**src/rtl/riscv_branch_predictor_if.sv**
```systemverilog
// riscv_branch_predictor_if
//   Bundles the fetch-stage lookup, execute-stage resolution/training and
//   statistics signals of the dynamic branch predictor.
//   master : pipeline side (drives F/E stage inputs, consumes predictions)
//   slave  : predictor side
//   Signals:
//     i_bp_pc_f            fetch PC
//     o_bp_taken_f         predicted taken for the fetch PC
//     o_bp_next_pc_f       predicted next PC
//     i_bp_valid_e         real instruction in E
//     i_bp_ctrl_e          E instruction is branch/JAL/JALR
//     i_bp_is_branch_e     E instruction is a conditional branch
//     i_bp_pc_e            PC of E instruction
//     i_bp_actual_taken_e  resolved direction
//     i_bp_actual_target_e resolved target
//     i_bp_pred_taken_e    prediction made in F, piped to E
//     i_bp_pred_target_e   predicted next PC, piped to E
//     o_bp_mispredict_e    redirect required
//     o_bp_redirect_pc_e   correct next PC
//     o_bp_num_branch      resolved control instructions (saturating)
//     o_bp_num_mispredict  mispredicts (saturating)
interface riscv_branch_predictor_if #(
    parameter int XLEN = 32
);
    logic [XLEN-1:0] i_bp_pc_f;
    logic            o_bp_taken_f;
    logic [XLEN-1:0] o_bp_next_pc_f;
    logic            i_bp_valid_e;
    logic            i_bp_ctrl_e;
    logic            i_bp_is_branch_e;
    logic [XLEN-1:0] i_bp_pc_e;
    logic            i_bp_actual_taken_e;
    logic [XLEN-1:0] i_bp_actual_target_e;
    logic            i_bp_pred_taken_e;
    logic [XLEN-1:0] i_bp_pred_target_e;
    logic            o_bp_mispredict_e;
    logic [XLEN-1:0] o_bp_redirect_pc_e;
    logic [31:0]     o_bp_num_branch;
    logic [31:0]     o_bp_num_mispredict;

    modport master (
        output i_bp_pc_f,
        output i_bp_valid_e,
        output i_bp_ctrl_e,
        output i_bp_is_branch_e,
        output i_bp_pc_e,
        output i_bp_actual_taken_e,
        output i_bp_actual_target_e,
        output i_bp_pred_taken_e,
        output i_bp_pred_target_e,
        input  o_bp_taken_f,
        input  o_bp_next_pc_f,
        input  o_bp_mispredict_e,
        input  o_bp_redirect_pc_e,
        input  o_bp_num_branch,
        input  o_bp_num_mispredict
    );

    modport slave (
        input  i_bp_pc_f,
        input  i_bp_valid_e,
        input  i_bp_ctrl_e,
        input  i_bp_is_branch_e,
        input  i_bp_pc_e,
        input  i_bp_actual_taken_e,
        input  i_bp_actual_target_e,
        input  i_bp_pred_taken_e,
        input  i_bp_pred_target_e,
        output o_bp_taken_f,
        output o_bp_next_pc_f,
        output o_bp_mispredict_e,
        output o_bp_redirect_pc_e,
        output o_bp_num_branch,
        output o_bp_num_mispredict
    );
endinterface

```
**src/rtl/riscv_branch_predictor.sv**
```systemverilog
// riscv_branch_predictor
//   Direct-mapped branch target buffer with 2-bit saturating direction
//   counters for the RV32I 5-stage pipeline. F stage looks up the next PC
//   combinationally; E stage gets a combinational mispredict flag and the
//   corrected PC, and trains the table at the rising edge. Saturating
//   statistics counters report resolved control instructions and mispredicts.
//   Ports:
//     i_clk  clock, all state updates on the rising edge
//     i_rst  asynchronous active-high reset
//     bp     predictor side of riscv_branch_predictor_if
module riscv_branch_predictor #(
    parameter int         XLEN     = 32,
    parameter int         N_ENTRY  = 16,
    parameter logic [1:0] CNT_INIT = 2'b01
) (
    input logic                     i_clk,
    input logic                     i_rst,
    riscv_branch_predictor_if.slave bp
);

    localparam int IDX   = $clog2(N_ENTRY);
    localparam int TAG_W = XLEN - IDX - 2;
    localparam logic [XLEN-1:0] PC_STEP = XLEN'(4);

    // Saturating 2-bit direction counter training.
    function automatic logic [1:0] cnt_train(input logic [1:0] c, input logic taken);
        logic [1:0] r;
        if (taken) begin
            r = (c == 2'b11) ? c : c + 2'b01;
        end else begin
            r = (c == 2'b00) ? c : c - 2'b01;
        end
        return r;
    endfunction

    // Saturating statistics increment.
    function automatic logic [31:0] stat_inc(input logic [31:0] s, input logic en);
        logic [31:0] r;
        if (en && (s != 32'hFFFF_FFFF)) begin
            r = s + 32'd1;
        end else begin
            r = s;
        end
        return r;
    endfunction

    logic             valid_q  [N_ENTRY];
    logic [TAG_W-1:0] tag_q    [N_ENTRY];
    logic [XLEN-1:0]  target_q [N_ENTRY];
    logic [1:0]       cnt_q    [N_ENTRY];
    logic [31:0]      num_branch_q;
    logic [31:0]      num_mispredict_q;

    // ---- F stage lookup ----
    logic [IDX-1:0]   idx_f;
    logic [TAG_W-1:0] tag_f;
    logic             hit_f;
    logic             taken_f;

    assign idx_f   = bp.i_bp_pc_f[IDX+1:2];
    assign tag_f   = bp.i_bp_pc_f[XLEN-1:IDX+2];
    assign hit_f   = valid_q[idx_f] && (tag_q[idx_f] == tag_f);
    assign taken_f = hit_f && cnt_q[idx_f][1];

    assign bp.o_bp_taken_f   = taken_f;
    assign bp.o_bp_next_pc_f = taken_f ? target_q[idx_f] : bp.i_bp_pc_f + PC_STEP;

    // ---- E stage resolution ----
    logic [IDX-1:0]   idx_e;
    logic [TAG_W-1:0] tag_e;
    logic             tag_match_e;
    logic             hit_e;
    logic             eff_taken_e;
    logic             mispredict_e;
    logic             upd_e;
    logic             inval_e;
    logic [1:0]       cnt_next_e;

    assign idx_e       = bp.i_bp_pc_e[IDX+1:2];
    assign tag_e       = bp.i_bp_pc_e[XLEN-1:IDX+2];
    assign tag_match_e = (tag_q[idx_e] == tag_e);
    assign hit_e       = valid_q[idx_e] && tag_match_e;
    // Non-control instructions never redirect to a target, even if the
    // actual_taken input happens to be set.
    assign eff_taken_e = bp.i_bp_ctrl_e && bp.i_bp_actual_taken_e;

    always_comb begin
        mispredict_e = 1'b0;
        if (bp.i_bp_valid_e) begin
            if (bp.i_bp_ctrl_e) begin
                mispredict_e = (bp.i_bp_pred_taken_e != bp.i_bp_actual_taken_e) ||
                               (bp.i_bp_actual_taken_e &&
                                (bp.i_bp_pred_target_e != bp.i_bp_actual_target_e));
            end else begin
                // A non-control instruction predicted taken hit a stale
                // aliased entry; fetch must fall back to pc+4.
                mispredict_e = bp.i_bp_pred_taken_e;
            end
        end
    end

    assign bp.o_bp_mispredict_e  = mispredict_e;
    assign bp.o_bp_redirect_pc_e = eff_taken_e ? bp.i_bp_actual_target_e
                                               : bp.i_bp_pc_e + PC_STEP;

    assign upd_e   = bp.i_bp_valid_e && bp.i_bp_ctrl_e;
    // Invalidation depends only on the tag; clearing an already-invalid
    // entry is harmless.
    assign inval_e = bp.i_bp_valid_e && !bp.i_bp_ctrl_e && bp.i_bp_pred_taken_e &&
                     tag_match_e;

    always_comb begin
        cnt_next_e = CNT_INIT;
        if (!bp.i_bp_is_branch_e) begin
            // Unconditional jumps are always taken: start strongly taken.
            cnt_next_e = 2'b11;
        end else if (hit_e) begin
            cnt_next_e = cnt_train(cnt_q[idx_e], bp.i_bp_actual_taken_e);
        end else begin
            cnt_next_e = bp.i_bp_actual_taken_e ? 2'b10 : CNT_INIT;
        end
    end

    // ---- table and statistics state ----
    always_ff @(posedge i_clk or posedge i_rst) begin
        if (i_rst) begin
            for (int i = 0; i < N_ENTRY; i++) begin
                valid_q[i]  <= 1'b0;
                tag_q[i]    <= '0;
                target_q[i] <= '0;
                cnt_q[i]    <= CNT_INIT;
            end
            num_branch_q     <= '0;
            num_mispredict_q <= '0;
        end else begin
            if (upd_e) begin
                valid_q[idx_e]  <= 1'b1;
                tag_q[idx_e]    <= tag_e;
                target_q[idx_e] <= bp.i_bp_actual_target_e;
                cnt_q[idx_e]    <= cnt_next_e;
            end else if (inval_e) begin
                valid_q[idx_e] <= 1'b0;
            end
            num_branch_q     <= stat_inc(num_branch_q, upd_e);
            num_mispredict_q <= stat_inc(num_mispredict_q, mispredict_e);
        end
    end

    assign bp.o_bp_num_branch     = num_branch_q;
    assign bp.o_bp_num_mispredict = num_mispredict_q;

endmodule

```
**src/flat_wrapper.sv**
```systemverilog
// flat-port wrapper written by rule: the top's interface ports become plain ports
module riscv_branch_predictor_flat 
#(
    parameter int         XLEN     = 32,
    parameter int         N_ENTRY  = 16,
    parameter logic [1:0] CNT_INIT = 2'b01
)
  (i_clk, i_rst, bp_i_bp_pc_f, bp_i_bp_valid_e, bp_i_bp_ctrl_e, bp_i_bp_is_branch_e, bp_i_bp_pc_e, bp_i_bp_actual_taken_e, bp_i_bp_actual_target_e, bp_i_bp_pred_taken_e, bp_i_bp_pred_target_e, bp_o_bp_taken_f, bp_o_bp_next_pc_f, bp_o_bp_mispredict_e, bp_o_bp_redirect_pc_e, bp_o_bp_num_branch, bp_o_bp_num_mispredict);
  riscv_branch_predictor_if #(.XLEN(XLEN)) bp_i ();
  input logic i_clk;
  input logic i_rst;
  input wire logic [$bits(bp_i.i_bp_pc_f)-1:0] bp_i_bp_pc_f;
  input wire logic [$bits(bp_i.i_bp_valid_e)-1:0] bp_i_bp_valid_e;
  input wire logic [$bits(bp_i.i_bp_ctrl_e)-1:0] bp_i_bp_ctrl_e;
  input wire logic [$bits(bp_i.i_bp_is_branch_e)-1:0] bp_i_bp_is_branch_e;
  input wire logic [$bits(bp_i.i_bp_pc_e)-1:0] bp_i_bp_pc_e;
  input wire logic [$bits(bp_i.i_bp_actual_taken_e)-1:0] bp_i_bp_actual_taken_e;
  input wire logic [$bits(bp_i.i_bp_actual_target_e)-1:0] bp_i_bp_actual_target_e;
  input wire logic [$bits(bp_i.i_bp_pred_taken_e)-1:0] bp_i_bp_pred_taken_e;
  input wire logic [$bits(bp_i.i_bp_pred_target_e)-1:0] bp_i_bp_pred_target_e;
  output wire logic [$bits(bp_i.o_bp_taken_f)-1:0] bp_o_bp_taken_f;
  output wire logic [$bits(bp_i.o_bp_next_pc_f)-1:0] bp_o_bp_next_pc_f;
  output wire logic [$bits(bp_i.o_bp_mispredict_e)-1:0] bp_o_bp_mispredict_e;
  output wire logic [$bits(bp_i.o_bp_redirect_pc_e)-1:0] bp_o_bp_redirect_pc_e;
  output wire logic [$bits(bp_i.o_bp_num_branch)-1:0] bp_o_bp_num_branch;
  output wire logic [$bits(bp_i.o_bp_num_mispredict)-1:0] bp_o_bp_num_mispredict;
  assign bp_i.i_bp_pc_f = bp_i_bp_pc_f;
  assign bp_i.i_bp_valid_e = bp_i_bp_valid_e;
  assign bp_i.i_bp_ctrl_e = bp_i_bp_ctrl_e;
  assign bp_i.i_bp_is_branch_e = bp_i_bp_is_branch_e;
  assign bp_i.i_bp_pc_e = bp_i_bp_pc_e;
  assign bp_i.i_bp_actual_taken_e = bp_i_bp_actual_taken_e;
  assign bp_i.i_bp_actual_target_e = bp_i_bp_actual_target_e;
  assign bp_i.i_bp_pred_taken_e = bp_i_bp_pred_taken_e;
  assign bp_i.i_bp_pred_target_e = bp_i_bp_pred_target_e;
  assign bp_o_bp_taken_f = bp_i.o_bp_taken_f;
  assign bp_o_bp_next_pc_f = bp_i.o_bp_next_pc_f;
  assign bp_o_bp_mispredict_e = bp_i.o_bp_mispredict_e;
  assign bp_o_bp_redirect_pc_e = bp_i.o_bp_redirect_pc_e;
  assign bp_o_bp_num_branch = bp_i.o_bp_num_branch;
  assign bp_o_bp_num_mispredict = bp_i.o_bp_num_mispredict;
  riscv_branch_predictor #(.XLEN(XLEN), .N_ENTRY(N_ENTRY), .CNT_INIT(CNT_INIT)) u_core (.i_clk(i_clk), .i_rst(i_rst), .bp(bp_i));
endmodule
```
**config.mk**
```make
export PLATFORM = sky130hd
export DESIGN_NAME = riscv_branch_predictor_flat
export DESIGN_NICKNAME = d
export VERILOG_FILES = /design/src/rtl/riscv_branch_predictor_if.sv /design/src/rtl/riscv_branch_predictor.sv /design/src/flat_wrapper.sv
export SDC_FILE = /design/constraint.sdc
export NUM_CORES = 2
export LEC_CHECK = 0
export ABC_AREA = 1
export BUFFER_PORTS_ARGS = -buffer_cell sky130_fd_sc_hd__buf_2
export CORE_AREA = 2 2 356 358
export DETAILED_ROUTE_END_ITERATION = 7
export DIE_AREA = 0 0 358 360
export MAX_ROUTING_LAYER = met4
export SYNTH_ARGS = -nofsm -noshare
export SYNTH_HDL_FRONTEND = slang
export SYNTH_SLANG_ARGS = --single-unit
```
**constraint.sdc**
```tcl
create_clock -name i_clk -period 59.5 [get_ports i_clk]
set_input_delay 17.85 -clock i_clk [delete_from_list [all_inputs] [get_ports i_clk]]
set_output_delay 17.85 -clock i_clk [all_outputs]
set_load 0.1 [all_outputs]
```
==> Word-level counts from Yosys, hierarchy flattened <==
Index checks and enable logic that the tools add are counted.
{ "op_classes": {"n_addsub": 6, "n_mul": 0, "div_mod_pow": 0, "magnitude_cmp": 3, "n_eq_ne": 7, "shift": 0, "mux": 44, "n_bitwise": 5, "n_reduce_logical": 16} }
{ "ops": {"columns": ["op", "n"], "rows": [
  ["$bwmux W512", 1],
  ["$bwmux W416", 1],
  ["$bmux W26 S4", 2],
  ["$mux W32", 5],
  ["$mux W26", 5],
  ["$bmux W32 S4", 1],
  ["$demux W32 S4", 1],
  ["$demux W26 S4", 1],
  ["$add A32 B1 Y32 const B", 2],
  ["$add A32 B3 Y32 const B", 2],
  ["$ne A32 B32 Y1 const B", 2],
  ["$eq A26 B26 Y1", 2],
  ["$bwmux W32", 1],
  ["$mux W16", 2],
  ["$ne A32 B32 Y1", 1],
  ["$mux W2", 11],
  ["$and A16 B16 Y16", 1],
  ["$bmux W2 S4", 2],
  ["$not A16 Y16", 1],
  ["$or A16 B16 Y16", 1],
  ["$logic_and A1 B1 Y1", 12],
  ["$ge A5 B5 Y1 const B", 2],
  ["$not A4 Y5", 2],
  ["$bmux W1 S4", 2],
  ["other kinds (12)", 18]
]} }
{ "totals": {"reg_bits": 1040, "latchBits": 0, "ramBits": 0, "romBits": 0, "inputBits": 135, "elab_cells": 147, "mem_count": 0} }

==> Logic depth before layout (Yosys ltp) <==
{ "logic_depth": {"word_depth": 10, "depth_mapped": 22, "mapped_depth_nobuf": 18} }

==> Least setup slack after synthesis <==
Ideal clock, no wire load.
{ "synth_timing": {"kind": "in2out", "start": "in bp_i_bp_pc_f[3]", "end": "out bp_o_bp_next_pc_f[2]", "arrival_time_ns": 21.499, "required_time_ns": 41.650, "path_slack_ns": 20.151, "path_stages": 14, "path_buffers": 4, "cell_sequence": "buf_2 -> buf_2 -> buf_2 -> o21ai_0 -> o21ai_0 -> nand2_1 -> nand2_1 -> o21bai_1 -> xor2_1 -> nor2_1 -> nand3_2 -> nor2_4 -> buf_4 -> o21ai_0"} }
{ "synth_between": {"elab_chain_len": 8, "elab_cells_between_ends": 17} }
{ "synth_rtl": {"columns": ["item", "line", "source"], "rows": [
  ["start: declaration", "flat_wrapper.sv:12", "input wire logic [$bits(bp_i.i_bp_pc_f)-1:0] bp_i_bp_pc_f;"],
  ["$not A4 Y5 (implied by the code) (*)", "riscv_branch_predictor.sv:62, riscv_branch_predictor.sv:63, riscv_branch_predictor.sv:66", null],
  ["$bmux W26 S4", "riscv_branch_predictor.sv:62", "assign hit_f = valid_q[idx_f] && (tag_q[idx_f] == tag_f);"],
  ["$mux W26 (implied by the code) (2 in a row)", "riscv_branch_predictor.sv:62", null],
  ["$eq A26 B26 Y1", "riscv_branch_predictor.sv:62", null],
  ["$logic_and A1 B1 Y1", "riscv_branch_predictor.sv:62", null],
  ["$logic_and A1 B1 Y1", "riscv_branch_predictor.sv:63", "assign taken_f = hit_f && cnt_q[idx_f][1];"],
  ["$mux W32 (*)", "riscv_branch_predictor.sv:66", "assign bp.o_bp_next_pc_f = taken_f ? target_q[idx_f] : bp.i_bp_pc_f + PC_STEP;"],
  ["end: declaration", "flat_wrapper.sv:22", "output wire logic [$bits(bp_i.o_bp_next_pc_f)-1:0] bp_o_bp_next_pc_f;"]
]} }
Mark *: on every way between the ends. The rest lies on a longest branch, timed or not. The select of a mux whose other input is x is not followed.

==> Worst setup path after layout <==
{ "layout_timing": {"start": "in bp_i_bp_pc_f[2]", "end": "out bp_o_bp_next_pc_f[8]"} }
{ "layout_between": {"elab_chain_len": 8, "elab_cells_between_ends": 18} }
{ "layout_rtl": {"columns": ["item", "line"], "rows": [
  ["$not A4 Y5 (implied by the code)", "riscv_branch_predictor.sv:62, riscv_branch_predictor.sv:63, riscv_branch_predictor.sv:66"],
  ["$bmux W26 S4", "riscv_branch_predictor.sv:62"],
  ["$mux W26 (implied by the code) (2 in a row)", "riscv_branch_predictor.sv:62"],
  ["$eq A26 B26 Y1", "riscv_branch_predictor.sv:62"],
  ["$logic_and A1 B1 Y1", "riscv_branch_predictor.sv:62"],
  ["$logic_and A1 B1 Y1", "riscv_branch_predictor.sv:63"],
  ["$mux W32 (*)", "riscv_branch_predictor.sv:66"]
]} }
Marks and branches as above.

==> flow_metrics.tcl <==
set metrics [dict create \
    drc 0 \
    synthArstFlopShare 1.000 \
    ir_worst_vdd_uv 23.44 \
    reg2reg_from "u_core.bp.o_bp_num_mispredict[2]$_DFFE_PP0P_" \
    coreArea_um2 124900 \
    ant_nets 0 \
    synthesis.area_um2 55800 \
    hold_ws_ns 0.4661 \
    numCtsBuffers 115 \
    slowest_delay_ns 0.91 \
    drt-total-wl_um 213300 \
    drt_iter0_drc 7014 \
    post_drt_wl_per_cell_um 23.11 \
    start_util 0.4467 \
    cp.required_ns 41.65 \
    worst_ep_arrival_time_ns 24.01 \
    skew_ns 0.02534 \
    seq_area_frac_synth 0.4667 \
    fin_area_um2 61450 \
    synth.distinct_cells 50 \
    p_leak_uw 0.02896 \
    via_per_inst 5.718 \
    end_kind "output pin" \
    grt_max_degree 251 \
    die-width_um 358 \
    place_area_um2 57490 \
    nets 7613 \
    gp_congestion 0.9803 \
    crit_fanout 250 \
    clk_pin_slew_worst_paths_ns 0.06 \
    overflow 0 \
    whs_path_depth 2 \
    cts_hold_buf 0 \
    yosys_warnings 0 \
    crit_path_start_kind "input pin" \
    synthTopCellsByArea "dfrtp_1 (46%), nand2_1 (15%), o21ai_0 (14%)" \
    drive_gt1_frac 0.08430 \
    finalCritPeriodShare 0.7036 \
    final.setup.tns_ns 0 \
    report.final.slew_viol_count 0 \
    syn_area_per_cell_um2 7.349 \
    cts_setup_buffers 0 \
    ys.flop_type "dfrtp_1" \
    fin_crit_ns 41.86 \
    grt_use_total 0.3363 \
    cts_buffer_depth 3 \
    grt_first_pass_wirelength_um 316600 \
    fmax_mhz 23.89 \
    cts_resized 0 \
    synth_seq_cells 1040 \
    setup_violations 0 \
    synth_top_area_cell "dfrtp_1" \
    dieArea_um2 128900 \
    hold_class "register to register" \
    postSynthNetCount 7735 \
    fp.dieH_um 360 \
    htreeDepth 3 \
    ios 265 \
    status "finished, final reports clean" \
    worst_pin_slew_ns 1.255 \
    synth_top_cell_area_share 0.4592 \
    slew_headroom 0.1542 \
    critPathKind "input pin to output pin" \
    tritoncts "yes" \
    crit_top_cell "nor2_1" \
    clkLatencyLatePin_ns 0.76 \
    rsz0062_at_grt "false" \
    synth_edf_count 0 \
    cp_cell_sequence "buf_8 -> buf_4 -> buf_4 -> buf_12 -> o21ai_0 -> nand3_1 -> nand3_1 -> nand3_1 -> nand2_1 -> nor2_1 -> nand2_1 -> nor2_1 -> nand2_2 -> nor2_4 -> inv_2 -> nor2_1 -> nor2_1 -> buf_2" \
    r2r_setup_slack_ns 56.07 \
    p_per_area_nw_per_um2 34.58 \
    reg2reg_depth 13 \
    grt_pass1_vias 48200 \
    hold_violations 0 \
    area_growth_pct 10.12 \
    drv_cap 0 \
    firstDrtPassIters 8 \
    holdPathEnd "u_core.cnt_q[4]$_DFFE_PP1P_" \
    cts_root_buf "clkbuf_16" \
    crit_path_top_delay_cell "buf_4" \
    std_cell_rows 130 \
    detailed_place_hpwl_um 132400 \
    synth_cells 7593 \
    hold_start "u_core.cnt_q[4]$_DFFE_PP1P_" \
    port_buffers 264 \
    clock_sinks 1040 \
    vias 52770 \
    antenna_found_initial 19 \
    rr_endpoint "u_core.bp.o_bp_num_mispredict[12]$_DFFE_PP0P_" \
]
==> layer usage <==
layer,track usage,wire length [um],up-vias
met1,0.4766,91840,25280
met5,-,0,-
met4,0.1041,7015,0
li1,-,-,24360
met2,0.4697,89820,2701
met3,0.08517,24640,439
==> per-stage QoR <==
stage                     setup slack, ns  std cells  power (uW)    util
after floorplan                     12.41       7593        1254       -
after global placement              17.84       9004        1364  0.4602
after detailed placement            17.75       9004        1376  0.4602
after CTS                           17.73       9218        2127  0.4917
after global routing                17.13       9229        2232  0.4919
final                               17.64       9230        2125  0.4919
==> worst max-delay path, delay by kind of cell <==
kind	cells	cell delay, ns
buffers and inverters	6	3.57
AND/OR/NAND/NOR	11	2.17
AO/OA/AOI/OAI	1	0.22
==> area by class of cell <==
| cell class | count | area [um^2] |
|---|---|---|
| diodes | 12 | 30.03 |
| clock buffers | 172 | 3405 |
| well taps | 1650 | 2064 |
| clock inverters | 42 | 529.3 |
| flip-flops and latches | 1040 | 26050 |
| multi-input cells | 5278 | 24720 |
| inverters | 680 | 2587 |
| repair buffers | 356 | 2072 |
| fillers | 12480 | 63470 |
==> cells by family after synthesis <==
family | share of synthesized area
AOI/OAI and AO/OA | 0.1980
and+or+nand+nor | 0.2179
adders and majority gates | 0.001569
DFF | 0.4667
buffers and inverters | 0.09263
xor gates and xnor gates | 0.02321
==> where the power goes <==
part	leakage (uW)	total, uW	switching (uW)	internal (uW)
logic	0.0144	449	321	128
clock network	0.00195	751	309	441
registers	0.0126	925	70.5	855
==> layout by cell type, fill, tap and decap left out, types with 117 or more instances in the layout <==
cell and n:
a21oi_1 309, buf_2 259, clkbuf_16 117, dfrtp_1 1024, inv_1 655, nand2_1 2215
nand3_1 337, nor2_1 316, o211ai_1 157, o21ai_0 1562
==> cell usage after synthesis, types with 2 or more instances <==
library cell / number
o211ai_1: 157
a21oi_1: 309
buf_1: 41
o21ai_0: 1562
a311oi_1: 6
o21ai_1: 33
nand3b_1: 5
nand4_2: 2
nand3_2: 6
nor2_1: 333
buf_6: 19
a211oi_1: 6
or2_2: 4
nand3_1: 337
a221oi_1: 7
xnor2_1: 43
dfstp_2: 16
inv_2: 12
o221ai_1: 2
a22o_1: 2
buf_4: 30
ha_1: 7
o22ai_1: 7
dfrtp_1: 1024
nor2_2: 8
clkinv_1: 6
nand2_2: 3
nor3_2: 8
o21bai_1: 7
clkbuf_1: 403
nor4_1: 10
inv_1: 662
nand2_1: 2217
xor2_1: 103
buf_2: 102
nor3_1: 39
nand4_1: 39
nor3_4: 2
a31oi_1: 3
==> sequential cells by signal, indices dropped and copies added (netlist names), named ones only <==
signal	flops
u_core.tag_q	416
u_core.bp.o_bp_num_branch	32
u_core.bp.o_bp_num_mispredict	32
u_core.target_q	512
u_core.cnt_q	32
==> how the worst max path moves through the flow <==
stage / start / end / cells after the start / slack, ns
after floorplan: i_rst / async pin / 1 / 12.41
after global placement: bp_i_bp_pc_f[2] / bp_o_bp_next_pc_f[8] / 18 / 17.84
after detailed placement: bp_i_bp_pc_f[2] / bp_o_bp_next_pc_f[8] / 20 / 17.75
after CTS: bp_i_bp_pc_f[2] / bp_o_bp_next_pc_f[8] / 20 / 17.73
after global routing: bp_i_bp_pc_f[2] / bp_o_bp_next_pc_f[8] / 20 / 17.13
final: bp_i_bp_pc_f[2] / bp_o_bp_next_pc_f[8] / 18 / 17.64
Note: power is estimated with default switching activity, not from simulation.
